[config.mk]
export PLATFORM = sky130hd
export DESIGN_NAME = weight_load_ctrl
export DESIGN_NICKNAME = d
export VERILOG_FILES = /design/src/rtl/weight_load_ctrl.sv
export SDC_FILE = /design/constraint.sdc
export NUM_CORES = 1
export LEC_CHECK = 0
export BUFFER_PORTS_ARGS = -buffer_cell sky130_fd_sc_hd__clkbuf_2
export CORE_AREA = 2 2 118 120
export CTS_BUF_LIST = sky130_fd_sc_hd__clkbuf_2 sky130_fd_sc_hd__clkbuf_4 sky130_fd_sc_hd__clkbuf_8
export CTS_CLUSTER_SIZE = 16
export DETAILED_ROUTE_END_ITERATION = 16
export DIE_AREA = 0 0 120 122
export GPL_TIMING_DRIVEN = 0
export PLACE_DENSITY_LB_ADDON = 0.08
export SLEW_MARGIN = 20
export SYNTH_ARGS = -nofsm -noshare
export SYNTH_HDL_FRONTEND = slang
export SYNTH_SLANG_ARGS = --single-unit
[constraint.sdc]
create_clock -name clk -period 1.7 [get_ports clk]
set_input_delay 0.085 -clock clk [delete_from_list [all_inputs] [get_ports clk]]
set_output_delay 0.085 -clock clk [all_outputs]
set_load 0.05 [all_outputs]
[src/rtl/weight_load_ctrl.sv]
`default_nettype none
// +----------------------------------------------------------------------------+
// | weight_load_ctrl : streams one layer's weights into the weight memory and  |
// |                    gates conv/FC memory reads while a load is in flight.    |
// | Revision: 1.0                                                             |
// +----------------------------------------------------------------------------+
module weight_load_ctrl #(
  parameter int L1_WORDS = 216,
  parameter int L2_WORDS = 576,
  parameter int L4_WORDS = 576,
  parameter int L5_WORDS = 576,
  parameter int L7_WORDS = 400
) (
  input  logic        clk,
  input  logic        rst,
  input  logic        load_start,
  input  logic [3:0]  load_layer,
  input  logic        in_valid,
  input  logic [15:0] in_data,
  output logic        in_ready,
  output logic        write_weight_signal,
  output logic [15:0] write_weight_data,
  output logic [15:0] write_weight_addr,
  output logic [3:0]  weight_fsm_cs,
  output logic        weight_store_done,
  input  logic        conv_read_req,
  input  logic        fc_read_req,
  output logic        read_weight_signal,
  output logic        layer7_read_weight_signal,
  output logic        busy,
  output logic        cmd_err
);

  localparam logic [3:0] C_CS_IDLE   = 4'b0000;
  localparam logic [3:0] C_CS_FINISH = 4'b1111;

  typedef enum logic [1:0] {
    S_IDLE   = 2'd0,
    S_STORE  = 2'd1,
    S_DRAIN  = 2'd2,
    S_FINISH = 2'd3
  } state_t;

  state_t      state_q, state_d;
  logic [3:0]  layer_q, layer_d;
  logic [15:0] last_q, last_d;
  logic [15:0] cnt_q, cnt_d;
  logic        wr_q, wr_d;
  logic [15:0] wr_addr_q, wr_addr_d;
  logic [15:0] wr_data_q, wr_data_d;
  logic        cmd_err_q, cmd_err_d;

  logic        w_legal;
  logic [15:0] w_words;
  logic        w_accept;

  // Layer code decode: word count for the requested layer, or illegal.
  always_comb begin
    w_legal = 1'b1;
    w_words = 16'd0;
    case (load_layer)
      4'b0001: w_words = 16'(L1_WORDS);
      4'b0010: w_words = 16'(L2_WORDS);
      4'b0011: w_words = 16'(L4_WORDS);
      4'b0100: w_words = 16'(L5_WORDS);
      4'b0101: w_words = 16'(L7_WORDS);
      default: w_legal = 1'b0;
    endcase
  end

  assign in_ready = (state_q == S_STORE);
  assign w_accept = in_valid && in_ready;

  always_comb begin
    state_d   = state_q;
    layer_d   = layer_q;
    last_d    = last_q;
    cnt_d     = cnt_q;
    wr_d      = 1'b0;
    wr_addr_d = wr_addr_q;
    wr_data_d = wr_data_q;
    cmd_err_d = 1'b0;

    unique case (state_q)
      S_IDLE: begin
        if (load_start) begin
          if (w_legal) begin
            layer_d = load_layer;
            last_d  = w_words - 16'd1;
            cnt_d   = 16'd0;
            state_d = S_STORE;
          end else begin
            cmd_err_d = 1'b1;
          end
        end
      end
      S_STORE: begin
        if (w_accept) begin
          wr_d      = 1'b1;
          wr_data_d = in_data;
          wr_addr_d = cnt_q;
          // Counter parks on the last index so it never wraps within a load.
          if (cnt_q == last_q) begin
            state_d = S_DRAIN;
          end else begin
            cnt_d = cnt_q + 16'd1;
          end
        end
      end
      S_DRAIN:  state_d = S_FINISH;
      S_FINISH: state_d = S_IDLE;
    endcase

    if (load_start && (state_q != S_IDLE)) begin
      cmd_err_d = 1'b1;
    end
  end

  always_ff @(posedge clk or posedge rst) begin
    if (rst) begin
      state_q   <= S_IDLE;
      layer_q   <= 4'd0;
      last_q    <= 16'd0;
      cnt_q     <= 16'd0;
      wr_q      <= 1'b0;
      wr_addr_q <= 16'd0;
      wr_data_q <= 16'd0;
      cmd_err_q <= 1'b0;
    end else begin
      state_q   <= state_d;
      layer_q   <= layer_d;
      last_q    <= last_d;
      cnt_q     <= cnt_d;
      wr_q      <= wr_d;
      wr_addr_q <= wr_addr_d;
      wr_data_q <= wr_data_d;
      cmd_err_q <= cmd_err_d;
    end
  end

  always_comb begin
    weight_fsm_cs = C_CS_IDLE;
    case (state_q)
      S_STORE, S_DRAIN: weight_fsm_cs = layer_q;
      S_FINISH:         weight_fsm_cs = C_CS_FINISH;
      default:          weight_fsm_cs = C_CS_IDLE;
    endcase
  end

  assign busy                      = (state_q != S_IDLE);
  assign weight_store_done         = (state_q == S_FINISH);
  assign write_weight_signal       = wr_q;
  assign write_weight_addr         = wr_addr_q;
  assign write_weight_data         = wr_data_q;
  assign cmd_err                   = cmd_err_q;
  // Writes only occur while busy, so reads and writes never overlap.
  assign read_weight_signal        = conv_read_req && !busy;
  assign layer7_read_weight_signal = fc_read_req && !busy;

endmodule
`default_nettype wire

* Word-level counts from Yosys, hierarchy flattened *
Index checks and enable logic that the tools add are counted.

storage, ports and cells
  register bits = 72
  latch bits = 0
  RAM bits = 0
  ROM bits = 0
  input port bits = 26
  output and inout bits = 43
  logic and storage cells = 58
  memories kept = 0

cells by class
  add/subtract/negate cells = 2
  multiply operators = 0
  div/mod/pow operators = 0
  $lt $le $gt $ge = 0
  equal/unequal tests = 14
  shift-type cells = 0
  muxes and demuxes = 19
  bitwise logic cells = 0
  reduce and logical (&&, ||, !) cells = 15

operators by type and width
  cell                                                                      number
  16-bit two-way mux                                                        4
  16-bit case mux with 2 select lines                                       1
  10-bit case mux with 3 select lines                                       1
  16-bit by 1-bit adder with 16-bit output (second input constant)          1
  16-bit equality test                                                      1
  16-bit by 1-bit subtractor with 16-bit output (second input constant)     1
  4-bit by 2-bit equality test with 1-bit output (second input constant)    2
  4-bit by 3-bit equality test with 1-bit output (second input constant)    2
  2-bit two-way mux                                                         4
  2-bit case mux with 4 select lines                                        1
  4-bit case mux with 2 select lines                                        1
  1-bit two-way mux                                                         7
  2-bit inequality test (second input constant)                             3
  5-bit AND reduction                                                       1
  5-bit OR reduction                                                        1
  2-bit equality test (second input constant)                               2
  4-bit by 1-bit equality test with 1-bit output (second input constant)    1
  1-bit logical AND                                                         4
  2-bit by 1-bit inequality test with 1-bit output (second input constant)  2
  4-bit AND reduction                                                       1
  2-bit nonzero test                                                        2
  3-bit AND reduction                                                       1
  3-bit OR reduction                                                        1
  2-bit by 1-bit equality test with 1-bit output (second input constant)    1
  other kinds (4)                                                           4

* Logic depth before layout (Yosys ltp) *
Gate-level depths: netlist of run 1.

  depth after elaboration = 7
  depth in mapped cells = 8

* Worst setup path before layout of run 1 *
OpenSTA, ideal clock, no wires.

  path kind = reg2reg
  start point = register state_q[1]
  end point = register wr_addr_q[10], in the netlist write_weight_addr[10]
  library setup time = 125 ps
  arrival = 2106 ps
  required time = 1575 ps
  slack = -531 ps
  stages on the path, launching flop included = 7
  path buffers = 2
  clock period less this slack = 2231 ps
  cell sequence = dfrtp_1 inv_1 ha_1 clkbuf_1 nand2_1 clkbuf_1 mux2_2

on the way
  longest elaborated chain between the ends = 3

RTL lines
  element                                             line  text
  start, declared                                     44    state_t state_q, state_d;
  start signal, assigned                              130   state_q <= state_d;
  2-bit by 1-bit equality test with 1-bit output (*)  71    assign in_ready = (state_q == S_STORE);
  net in_ready                                        20    output logic in_ready,
  1-bit logical AND                                   72    assign w_accept = in_valid && in_ready;
  2-bit AND reduction (no source line) (*)            --
  end signal, assigned                                135   wr_addr_q <= wr_addr_d;
  end, declared                                       49    logic [15:0] wr_addr_q, wr_addr_d;

Mark *: on every way through the listed nets, which the timed path passes. The rest lies on a longest branch.
A chain may end at the register's enable or synchronous reset.

* Worst setup path after layout of run 1 *
  start point = register cnt_q[10]
  end point = register cnt_q[6]

on the way
  longest elaborated chain between the ends = 3

RTL lines
  element                                 line  text
  start, declared                         47    logic [15:0] cnt_q, cnt_d;
  start signal, assigned                  133   cnt_q <= cnt_d;
  16-bit equality test                    103   if (cnt_q == last_q) begin
  2-bit inequality test (no source line)  --
  5-bit AND reduction (no source line)    --

No other way between the ends.

==> flow_summary.json, run 1 <==
{
  "postSynthAreaPerCell_um2": 11.5,
  "grt_pass1_vias": 2643,
  "intPower_mw": 3.04,
  "diodes": 0,
  "busiest_layer": "met2",
  "grt_start_max_net_pins": 31,
  "powerDensity_nw_per_um2": 969,
  "multi_input_area_um2": 1730,
  "fin_nets": 442,
  "clkSlewWorstSetupHoldPaths_ps": 80,
  "fp.dieArea_um2": 14600,
  "root_buffer": "clkbuf_8",
  "first_pass_iters": 4,
  "area_delta_synth_final_pct": 49.7,
  "io_buffers": 68,
  "drive_gt1_share_pct": 53.8,
  "cp-end-kind": "flop",
  "grt_setup_unrepaired": "yes",
  "fin_area_um2": 4870,
  "row_count": 43,
  "dieWidth_um": 120,
  "grt_use_met2_pct": 20.4,
  "clkSinkCount": 68,
  "cts_tree": "done",
  "grt.overflow.total": 0,
  "p_seq_share_pct": 42.9,
  "p_sw_share_pct": 35.4,
  "p_sw_mw": 1.67,
  "timing.fmax_mhz": 521,
  "setup_ws_ps": -221,
  "grt_use_met3_pct": 4.21,
  "seq_area_frac_synth_pct": 52.3,
  "tightest_slew_ps": 508,
  "dp_hpwl_mm": 5.95,
  "path_max_fanout": 3,
  "cap_violations": 0,
  "min_period_ps": 1920,
  "chipHeight_um": 122,
  "wl_per_cell_um": 15.0,
  "ios": 69,
  "synth-async-reset-ratio_pct": 100,
  "placed_area_um2": 3950,
  "numCtsBuffers": 9,
  "dp_cells": 532,
  "synthFlopType": "dfrtp_1",
  "avgViaCountPerCell": 4.38,
  "synth.distinct_cells": 45,
  "synth-edff-count": 0,
  "grt_pass1_wl_mm": 14.8,
  "cp_cell_sequence": "and3_4 > o211ai_1 > nor4_4 > buf_4 > buf_6 > or4_4 > a21oi_2",
  "totalWireLength_mm": 8.88,
  "seqCellArea_um2": 1710,
  "grt_usage_pct": 13.3,
  "violations": "setup timing",
  "maxSlewViolCount": 0,
  "setup_viol": 18,
  "post-route-drc-count": 0,
  "synth-seq-cells": 68,
  "clockBufferDepth": 2,
  "start_kind": "flop",
  "netlist_area_um2": 3250,
  "syn-num-nets": 316,
  "core_area_um2": 13500,
  "pre_cts_ws_ps": -482,
  "syn_inst": 282,
  "cp_slowest_cell": "or4_4",
  "gp_congestion": 0.816,
  "via_count": 2597,
  "outcome": "finished, violations left",
  "initial_utilization_pct": 24.1,
  "utilization_pct": 36.0,
  "cts_max_level": 3,
  "yosys_warnings": 0,
  "arrival_ps": 2210,
  "total_power_mw": 4.72,
  "finalCritPeriodShare_pct": 113,
  "crit_type": "flop to flop",
  "hp-class": "input port to flop",
  "comb_power_share_pct": 29.3,
  "clockPowerShare_pct": 27.8,
  "fin_skew_ps": 9.31,
  "critPathRequiredTime_ps": 1990,
  "postRouteAntennaNets": 0,
  "fin_cells": 593,
  "crit_path_max_incr_delay_ps": 470,
  "peakVddDrop_v": 0.000355,
  "p_leak_nw": 2.18,
  "hold_violations": 0,
  "insertion_delay_ps": 360,
  "slew_headroom_pct": 66.1,
  "n_fill_cell": 1373,
  "met1_usage_pct": 17.9,
  "drt_iter0_markers": 119,
  "antenna_found_initial": 0
}
## registers in the layout (all words and copies together) (netlist names)
name / count
cmd_err: 1
cnt_q: 16
last_q: 12
layer_q: 4
state_q: 2
write_weight_addr: 16
write_weight_data: 16
write_weight_signal: 1
## layout make-up
class                   instances  area share [%]
well taps                     180            4.63
multi-input cells             192            35.4
clock buffers                  15            3.86
clock inverters                 1           0.103
repair buffers                115            17.2
inverters                      12            1.08
flip-flops and latches         68            35.2
plain buffers                  10            2.49
## cell usage after synthesis, drive strengths merged, types with 4 or more instances
library cell	number	share of area [%]
nor3b	4	0.92
o31ai	5	1.2
nand2	20	2.5
dfrtp	68	52
nand3	9	1.8
nand4	7	1.3
mux2i	5	1.5
o21ai	11	1.8
nor4	4	1.2
and2	10	1.9
and3	4	0.77
or3	4	0.77
mux2	36	12
ha	8	3.1
or4	4	0.92
inv	12	1.4
buf	7	1.4
a21oi	13	2.0
nor3	4	0.62
xnor2	10	2.7
nor2	11	1.3
## power groups by stage
stage          sequential [mW]  clock (mW)  combinational (mW)
5_1_grt                   2.07        1.48                1.49
3_5_place_dp              2.04           0                1.16
4_1_cts                   2.01        1.39                1.32
2_1_floorplan             2.44           0               0.424
3_3_place_gp              2.04           0                1.15
6_report                  2.02        1.31                1.38
## metrics by stage
step / setup TNS (ps) / hold slack, ps
finish: -2540 / 31.1
global route: -4770 / 22.9
CTS: -2090 / 14.3
detailed placement: -11620 / 65.9
global placement: -11610 / 319
floorplan: -1730 / 183
## per-layer routing
layer | vias to the layer above | share of wire [%]
li1 | 1270 | -
met5 | - | 0
met2 | 55 | 47
met3 | 9 | 3.6
met1 | 1263 | 48
met4 | 0 | 1.8
## final timing paths
check	from	slack, ps	depth (start not counted)	end
worst max-delay path	cnt_q[10]	-220	7	cnt_q[6]
worst min-delay path	load_layer[0]	30	2	layer_q[0]
worst max register to register	cnt_q[10]	-220	7	cnt_q[6]
worst min register to register	write_weight_addr[8]	480	2	write_weight_addr[8]
max in group asynchronous	rst	1000	4	cnt_q[9]
min in group asynchronous	rst	230	3	write_weight_data[6]
## cell families (layout without fill, tap and decap cells)
family / Yosys count / count (layout) / share of synthesized area [%]
buffers and inverters: 22 / 153 / 3.15
XOR/XNOR: 10 / 10 / 2.69
multiplexers: 41 / 41 / 14.0
flip-flops: 68 / 68 / 52.3
AND/OR/NAND/NOR: 89 / 89 / 16.0
adder cells (fa/ha/maj): 8 / 8 / 3.08
AO/OA/AOI/OAI: 44 / 44 / 8.77
## what timing repair did
item | 4_1_cts | 5_1_grt
setup buffers | 19 | 5
endpoints found under the setup margin | 51 | 55
gates cloned | 0 | 2
endpoints found under the hold margin | 86 | 0
hold buffers | 19 | 0
gates resized for setup | 37 | 47
pin swaps | 10 | 18
## critical path: cells and delay by family, from the launching register on
| family | cells | cell delay [ps] |
|---|---|---|
| AND/OR/NAND/NOR | 3 | 710 |
| AO/OA/AOI/OAI | 2 | 430 |
| buffers and inverters | 2 | 280 |
| flip-flops | 1 | 430 |
## placed cells by master, fill, tap and decap left out, types with 3 or more instances in the layout
cell | Yosys | routed
and2_1 | 10 | 8
nor3b_2 | 0 | 3
mux2i_1 | 5 | 5
nand2_1 | 19 | 18
nand2b_1 | 3 | 3
buf_4 | 2 | 21
mux2_2 | 35 | 35
nor2_2 | 0 | 4
o21ai_0 | 10 | 7
a21oi_1 | 13 | 5
dfrtp_1 | 68 | 58
ha_4 | 0 | 3
or4_4 | 0 | 4
nor2_4 | 0 | 3
nand3_1 | 8 | 6
dlygate4sd3_1 | 0 | 19
clkbuf_4 | 0 | 6
a21oi_2 | 0 | 8
buf_6 | 1 | 6
nor2_1 | 11 | 4
xnor2_1 | 10 | 8
nand4_1 | 7 | 7
clkbuf_2 | 0 | 65
and3_1 | 4 | 3
inv_1 | 12 | 8
dfrtp_2 | 0 | 10
buf_8 | 0 | 6
clkbuf_8 | 0 | 13
ha_1 | 8 | 3
o31ai_1 | 5 | 5
(Power assumes the default switching activity.)
==> inputs of run 2 (changes only) <==
--- a/config.mk
+++ b/config.mk
@@ -6,11 +6,11 @@
 export NUM_CORES = 1
 export LEC_CHECK = 0
 export BUFFER_PORTS_ARGS = -buffer_cell sky130_fd_sc_hd__clkbuf_2
-export CORE_AREA = 2 2 118 120
+export CORE_AREA = 2 2 83 85
 export CTS_BUF_LIST = sky130_fd_sc_hd__clkbuf_2 sky130_fd_sc_hd__clkbuf_4 sky130_fd_sc_hd__clkbuf_8
 export CTS_CLUSTER_SIZE = 16
 export DETAILED_ROUTE_END_ITERATION = 16
-export DIE_AREA = 0 0 120 122
+export DIE_AREA = 0 0 85 87
 export GPL_TIMING_DRIVEN = 0
 export PLACE_DENSITY_LB_ADDON = 0.08
 export SLEW_MARGIN = 20
==> run 2 against run 1 <==
Net effect:
- the flow still finishes with violations (setup timing)
- combinational power shrank 7%
- via count grew 2.5%
- cell count shrank 18%
- worst setup slack lost 33 ps
- sequential cell count is the same
- core utilization grew 35 points
- first-iteration DRC count grew 110%
- clock power shrank 9%
- clock skew grew 1.3 ps
- count of clock-buffer cells in the layout shrank 4
- worst hold slack is essentially flat
- critical path type unchanged
==> flow_summary.json, run 2 (synthesized netlist as in run 1, its figures left out) <==
{
  "peakVddDrop_v": 0.000792,
  "clkSinkCount": 68,
  "drt-met1-wl_mm": 3.41,
  "grt_pass1_vias": 2561,
  "dieWidth_um": 85,
  "final_common_cell": "clkbuf_2",
  "post-route-drc-count": 0,
  "clkSlewWorstSetupHoldPaths_ps": 70,
  "first_pass_iters": 4,
  "diodes": 0,
  "min_period_ps": 1950,
  "top_layer": "met4",
  "setup_ws_ps": -254,
  "chipHeight_um": 87,
  "wl_met3_um": 411,
  "arrival_ps": 2230,
  "avgViaCountPerCell": 5.47,
  "insertion_delay_ps": 350,
  "cts_tree": "done",
  "fin_skew_ps": 10.6,
  "outcome": "finished, violations left",
  "violations": "setup timing",
  "via_count": 2662,
  "hp-class": "input port to flop",
  "grt.overflow.total": 0,
  "maxSlewViolCount": 0,
  "total_power_mw": 4.51,
  "cap_violations": 0,
  "hold_violations": 0,
  "grt_pass1_wl_mm": 12.6,
  "io_buffers": 68,
  "initial_utilization_pct": 49.5,
  "grt_setup_unrepaired": "yes",
  "grt_usage_pct": 22.2,
  "cts_max_level": 3,
  "start_kind": "flop",
  "drive_gt1_share_pct": 48.9,
  "final_cell_mix": "64 x clkbuf_2, 61 x dfrtp_1, 35 x mux2_2, 19 x dlygate4sd3_1, 18 x nand2_1",
  "wl_met2_mm": 4.04,
  "totalWireLength_mm": 7.97,
  "crit_type": "flop to flop",
  "area_delta_synth_final_pct": 42.8,
  "tns_ps": -2480,
  "path_max_fanout": 5,
  "powerDensity_nw_per_um2": 971,
  "p_leak_nw": 2.14,
  "utilization_pct": 70.7,
  "finalCritPeriodShare_pct": 115,
  "critPathRequiredTime_ps": 1980,
  "ios": 69,
  "grt_start_max_net_pins": 34,
  "clockBufferDepth": 2,
  "antenna_found_initial": 0,
  "root_buffer": "clkbuf_8",
  "numCtsBuffers": 9,
  "timing.fmax_mhz": 512,
  "gp_congestion": 0.841,
  "fin_nets": 437,
  "fp.dieArea_um2": 7400,
  "tightest_slew_ps": 494,
  "core_area_um2": 6570,
  "postRouteAntennaNets": 0,
  "drt_iter0_markers": 255,
  "row_count": 30,
  "dp_hpwl_mm": 4.95,
  "setup_viol": 17,
  "slew_headroom_pct": 67.0,
  "wl_per_cell_um": 16.4,
  "cp-end-kind": "flop"
}
[run 2: worst paths after layout]
| kind | startpoint | endpoint | slack [ps] | cells after the start |
|---|---|---|---|---|
| min in group asynchronous | rst | cnt_q[10] | 260 | 3 |
| worst min register to register | layer_q[3] | layer_q[3] | 490 | 1 |
| worst max-delay path | cnt_q[14] | cnt_q[10] | -250 | 7 |
| max in group asynchronous | rst | cnt_q[3] | 940 | 4 |
| worst max register to register | cnt_q[14] | cnt_q[10] | -250 | 7 |
| worst min-delay path | load_layer[0] | layer_q[0] | 30 | 2 |
[run 2: power by group]
group / switching [mW] / internal [mW] / total, mW
clock: 0.600 / 0.595 / 1.19
sequential: 0.198 / 1.83 / 2.03
combinational: 0.822 / 0.464 / 1.29
total: 1.62 / 2.89 / 4.51
[run 2: routing by layer]
| layer | vias up | track usage (%) |
|---|---|---|
| met3 | 9 | 4.27 |
| met5 | - | 0 |
| li1 | 1263 | - |
| met4 | 0 | 9.52 |
| met2 | 100 | 37.8 |
| met1 | 1290 | 27.7 |
[run 2: layout make-up]
| cell class | count | area [µm²] |
|---|---|---|
| fill | 466 | 1930 |
| sequential | 68 | 1710 |
| multi-input combinational | 192 | 1660 |
| timing repair buffer | 110 | 828 |
| clock buffer | 11 | 151 |
| buffer | 10 | 114 |
| tap | 80 | 100 |
| inverter | 12 | 55.1 |
| clock inverter | 4 | 25.0 |
[run 2: repair_timing]
| item | 4_1_cts | 5_1_grt |
|---|---|---|
| buffers inserted | 17 | 2 |
| cloned | 2 | 0 |
| gates resized for setup | 43 | 19 |
| hold endpoints to repair | 47 | 0 |
| pin swaps | 15 | 3 |
| setup endpoints to repair | 47 | 46 |
| hold buffers | 19 | 0 |
[run 2: critical path, stage by stage, from the launching register on]
cell,delay [ps]
dfrtp_1,410
and3_1,190
o211ai_1,320
nor4_4,70
buf_6,150
buf_6,120
or4_4,490
a21oi_2,140
[run 2: through the flow]
step	worst slack [ps]	instance area, µm²	hold slack [ps]	std cells
finish	-254	4640	31.1	487
CTS	-220	4560	23.8	485
global placement	-349	3790	315	430
global route	-287	4640	41.4	487
detailed placement	-363	3830	83.2	432
floorplan	-307	3350	183	282
==> inputs of run 3 (changes only) <==
--- a/config.mk
+++ b/config.mk
@@ -6,13 +6,14 @@
 export NUM_CORES = 1
 export LEC_CHECK = 0
 export BUFFER_PORTS_ARGS = -buffer_cell sky130_fd_sc_hd__clkbuf_2
-export CORE_AREA = 2 2 83 85
+export CORE_AREA = 2 2 80 82
 export CTS_BUF_LIST = sky130_fd_sc_hd__clkbuf_2 sky130_fd_sc_hd__clkbuf_4 sky130_fd_sc_hd__clkbuf_8
 export CTS_CLUSTER_SIZE = 16
 export DETAILED_ROUTE_END_ITERATION = 16
-export DIE_AREA = 0 0 85 87
+export DIE_AREA = 0 0 82 84
 export GPL_TIMING_DRIVEN = 0
 export PLACE_DENSITY_LB_ADDON = 0.08
+export REMOVE_ABC_BUFFERS = 1
 export SLEW_MARGIN = 20
 export SYNTH_ARGS = -nofsm -noshare
 export SYNTH_HDL_FRONTEND = slang
==> constraint.sdc (replaced) <==
create_clock -name clk -period 2.35 [get_ports clk]
set_input_delay 0.1175 -clock clk [delete_from_list [all_inputs] [get_ports clk]]
set_output_delay 0.1175 -clock clk [all_outputs]
set_load 0.05 [all_outputs]
==> run 3 against run 2 <==
Net effect:
- critical path type unchanged
- routed wire length down 13%
- sequential power down 28%
- maximum frequency down 11%
- worst hold slack worse by 11 ps
- via count down 5.9%
- register-to-register slack better by 420 ps
- non-clock buffer count down 33
- sequential cell count unchanged
- the flow now finishes without violations
- critical path depth unchanged
- combinational power down 37%
- design area down 11%
- die area down 6.9%
==> flow_summary.json, run 3 (synthesized netlist as in run 1, its figures left out) <==
{
  "hp-class": "input port to flop",
  "cts_tree": "done",
  "timing.rr.start": "cnt_q[2]",
  "cp_slowest_cell": "or4_1",
  "utilization_pct": 67.5,
  "grt_usage_pct": 22.0,
  "reg2reg_slack_ps": 170,
  "first_pass_iters": 4,
  "drt_iter0_markers": 132,
  "hp-start": "in_data[7]",
  "area_delta_synth_final_pct": 26.5,
  "post-route-drc-count": 0,
  "grt_pass1_vias": 2386,
  "start_kind": "flop",
  "timing.fmax_mhz": 458,
  "intPower_mw": 2.28,
  "maxSlewViolCount": 0,
  "ios": 69,
  "p_leak_nw": 1.95,
  "diodes": 0,
  "tightest_slew_ps": 711,
  "totalWireLength_mm": 6.93,
  "wl_met2_mm": 3.32,
  "dieWidth_um": 82,
  "top_layer": "met4",
  "n_fill_cell": 473,
  "hold_violations": 0,
  "finalCritPeriodShare_pct": 93.0,
  "antenna_found_initial": 0,
  "placed_area_um2": 3660,
  "wl_per_cell_um": 15.3,
  "crit_type": "flop to flop",
  "hold_path_end": "write_weight_data[7]",
  "arrival_ps": 2440,
  "clockPowerShare_pct": 32.9,
  "tns_ps": 0,
  "initial_utilization_pct": 53.3,
  "final_cell_mix": "68 x dfrtp_1, 68 x clkbuf_2, 35 x mux2_2, 18 x nand2_1",
  "dp_hpwl_mm": 4.46,
  "cp-end-kind": "flop",
  "p_sw_share_pct": 33.1,
  "reg2reg_to": "cnt_q[6]",
  "cts_max_level": 3,
  "fin_area_um2": 4110,
  "drive_gt1_share_pct": 36.1,
  "fin_skew_ps": 8.95,
  "clkSlewWorstSetupHoldPaths_ps": 70,
  "drt-met1-wl_mm": 3.11,
  "slew_headroom_pct": 52.3,
  "worst-path-buf-inv": 2,
  "setup_ws_ps": 165,
  "r2r_cells": 7,
  "wl_met3_um": 390,
  "path_max_fanout": 8,
  "grt_start_max_net_pins": 36,
  "grt_setup_unrepaired": "no",
  "postRouteAntennaNets": 0,
  "gp_congestion": 0.815,
  "crit_top_cell": "buf_4",
  "total_power_mw": 3.40,
  "io_buffers": 68,
  "fp.dieArea_um2": 6890,
  "core_area_um2": 6100,
  "via_count": 2505,
  "avgViaCountPerCell": 5.52,
  "root_buffer": "clkbuf_8",
  "powerDensity_nw_per_um2": 827,
  "chipHeight_um": 84,
  "grt_pass1_wl_mm": 11.4,
  "crit_path_max_incr_delay_ps": 500,
  "grt.overflow.total": 0,
  "numCtsBuffers": 9,
  "pre_cts_ws_ps": -566,
  "setup_viol": 0,
  "hold_depth": 2,
  "cap_violations": 0,
  "clkSinkCount": 68,
  "p_seq_share_pct": 43.2,
  "row_count": 29,
  "peakVddDrop_v": 0.000642,
  "critPathRequiredTime_ps": 2610,
  "insertion_delay_ps": 340,
  "p_sw_mw": 1.12,
  "cp_cell_sequence": "and4_1 > o22ai_2 > nor4_4 > buf_4 > buf_4 > or4_1 > a21oi_1",
  "fin_nets": 406,
  "clockBufferDepth": 2,
  "outcome": "completed",
  "comb_power_share_pct": 24.0,
  "min_period_ps": 2180,
  "cp_top_family": "simple AND/OR/NAND/NOR gates"
}
==> run 3: area by class of cell <==
class / count / area, µm² / area share, %
flip-flops and latches: 68 / 1700 / 41.4
multi-input cells: 194 / 1500 / 36.4
repair buffers: 87 / 528 / 12.8
clock buffers: 13 / 173 / 4.20
well taps: 77 / 96.3 / 2.34
clock inverters: 3 / 67.6 / 1.64
inverters: 12 / 47.5 / 1.16
==> run 3: repair_timing <==
| action | CTS | global route |
|---|---|---|
| gates cloned | 2 | 0 |
| pin swaps | 2 | 0 |
| endpoints found under the setup margin | 18 | 5 |
| resized for setup | 4 | 3 |
| hold endpoints to repair | 44 | 2 |
| hold buffers | 11 | 2 |
| buffers inserted | 5 | 0 |
==> run 3: power by group through the flow <==
stage                     sequential, mW  combinational [mW]  clock, mW
after floorplan                     1.77               0.279          0
after global placement              1.48               0.765          0
after detailed placement            1.49               0.784          0
after CTS                           1.47               0.816       1.15
after global routing                1.49               0.865       1.21
final                               1.47               0.815       1.12
==> run 3: worst max path at each step <==
| stage | startpoint | end | slack [ps] | cells after the start |
|---|---|---|---|---|
| finish | cnt_q[2] | cnt_q[6] | 170 | 7 |
| global route | cnt_q[10] | cnt_q[6] | 80 | 7 |
| CTS | cnt_q[2] | cnt_q[6] | 20 | 7 |
| detailed placement | state_q[0] | cnt_q[11] | -570 | 6 |
| global placement | state_q[0] | cnt_q[4] | -570 | 6 |
| floorplan | state_q[1] | write_weight_addr[0] | -290 | 4 |
==> run 3: stage by stage <==
stage                     hold slack, ps  cells
final                               19.8    454
after global routing               0.486    454
after CTS                          0.559    452
after detailed placement             157    418
after global placement               335    417
after floorplan                      216    272
==> run 3: metal layers <==
layer | GRT usage, % | vias up
li1 | - | 1205
met1 | 30.5 | 1210
met2 | 33.0 | 81
met3 | 5.74 | 9
met4 | 8.33 | 0
met5 | 0 | -
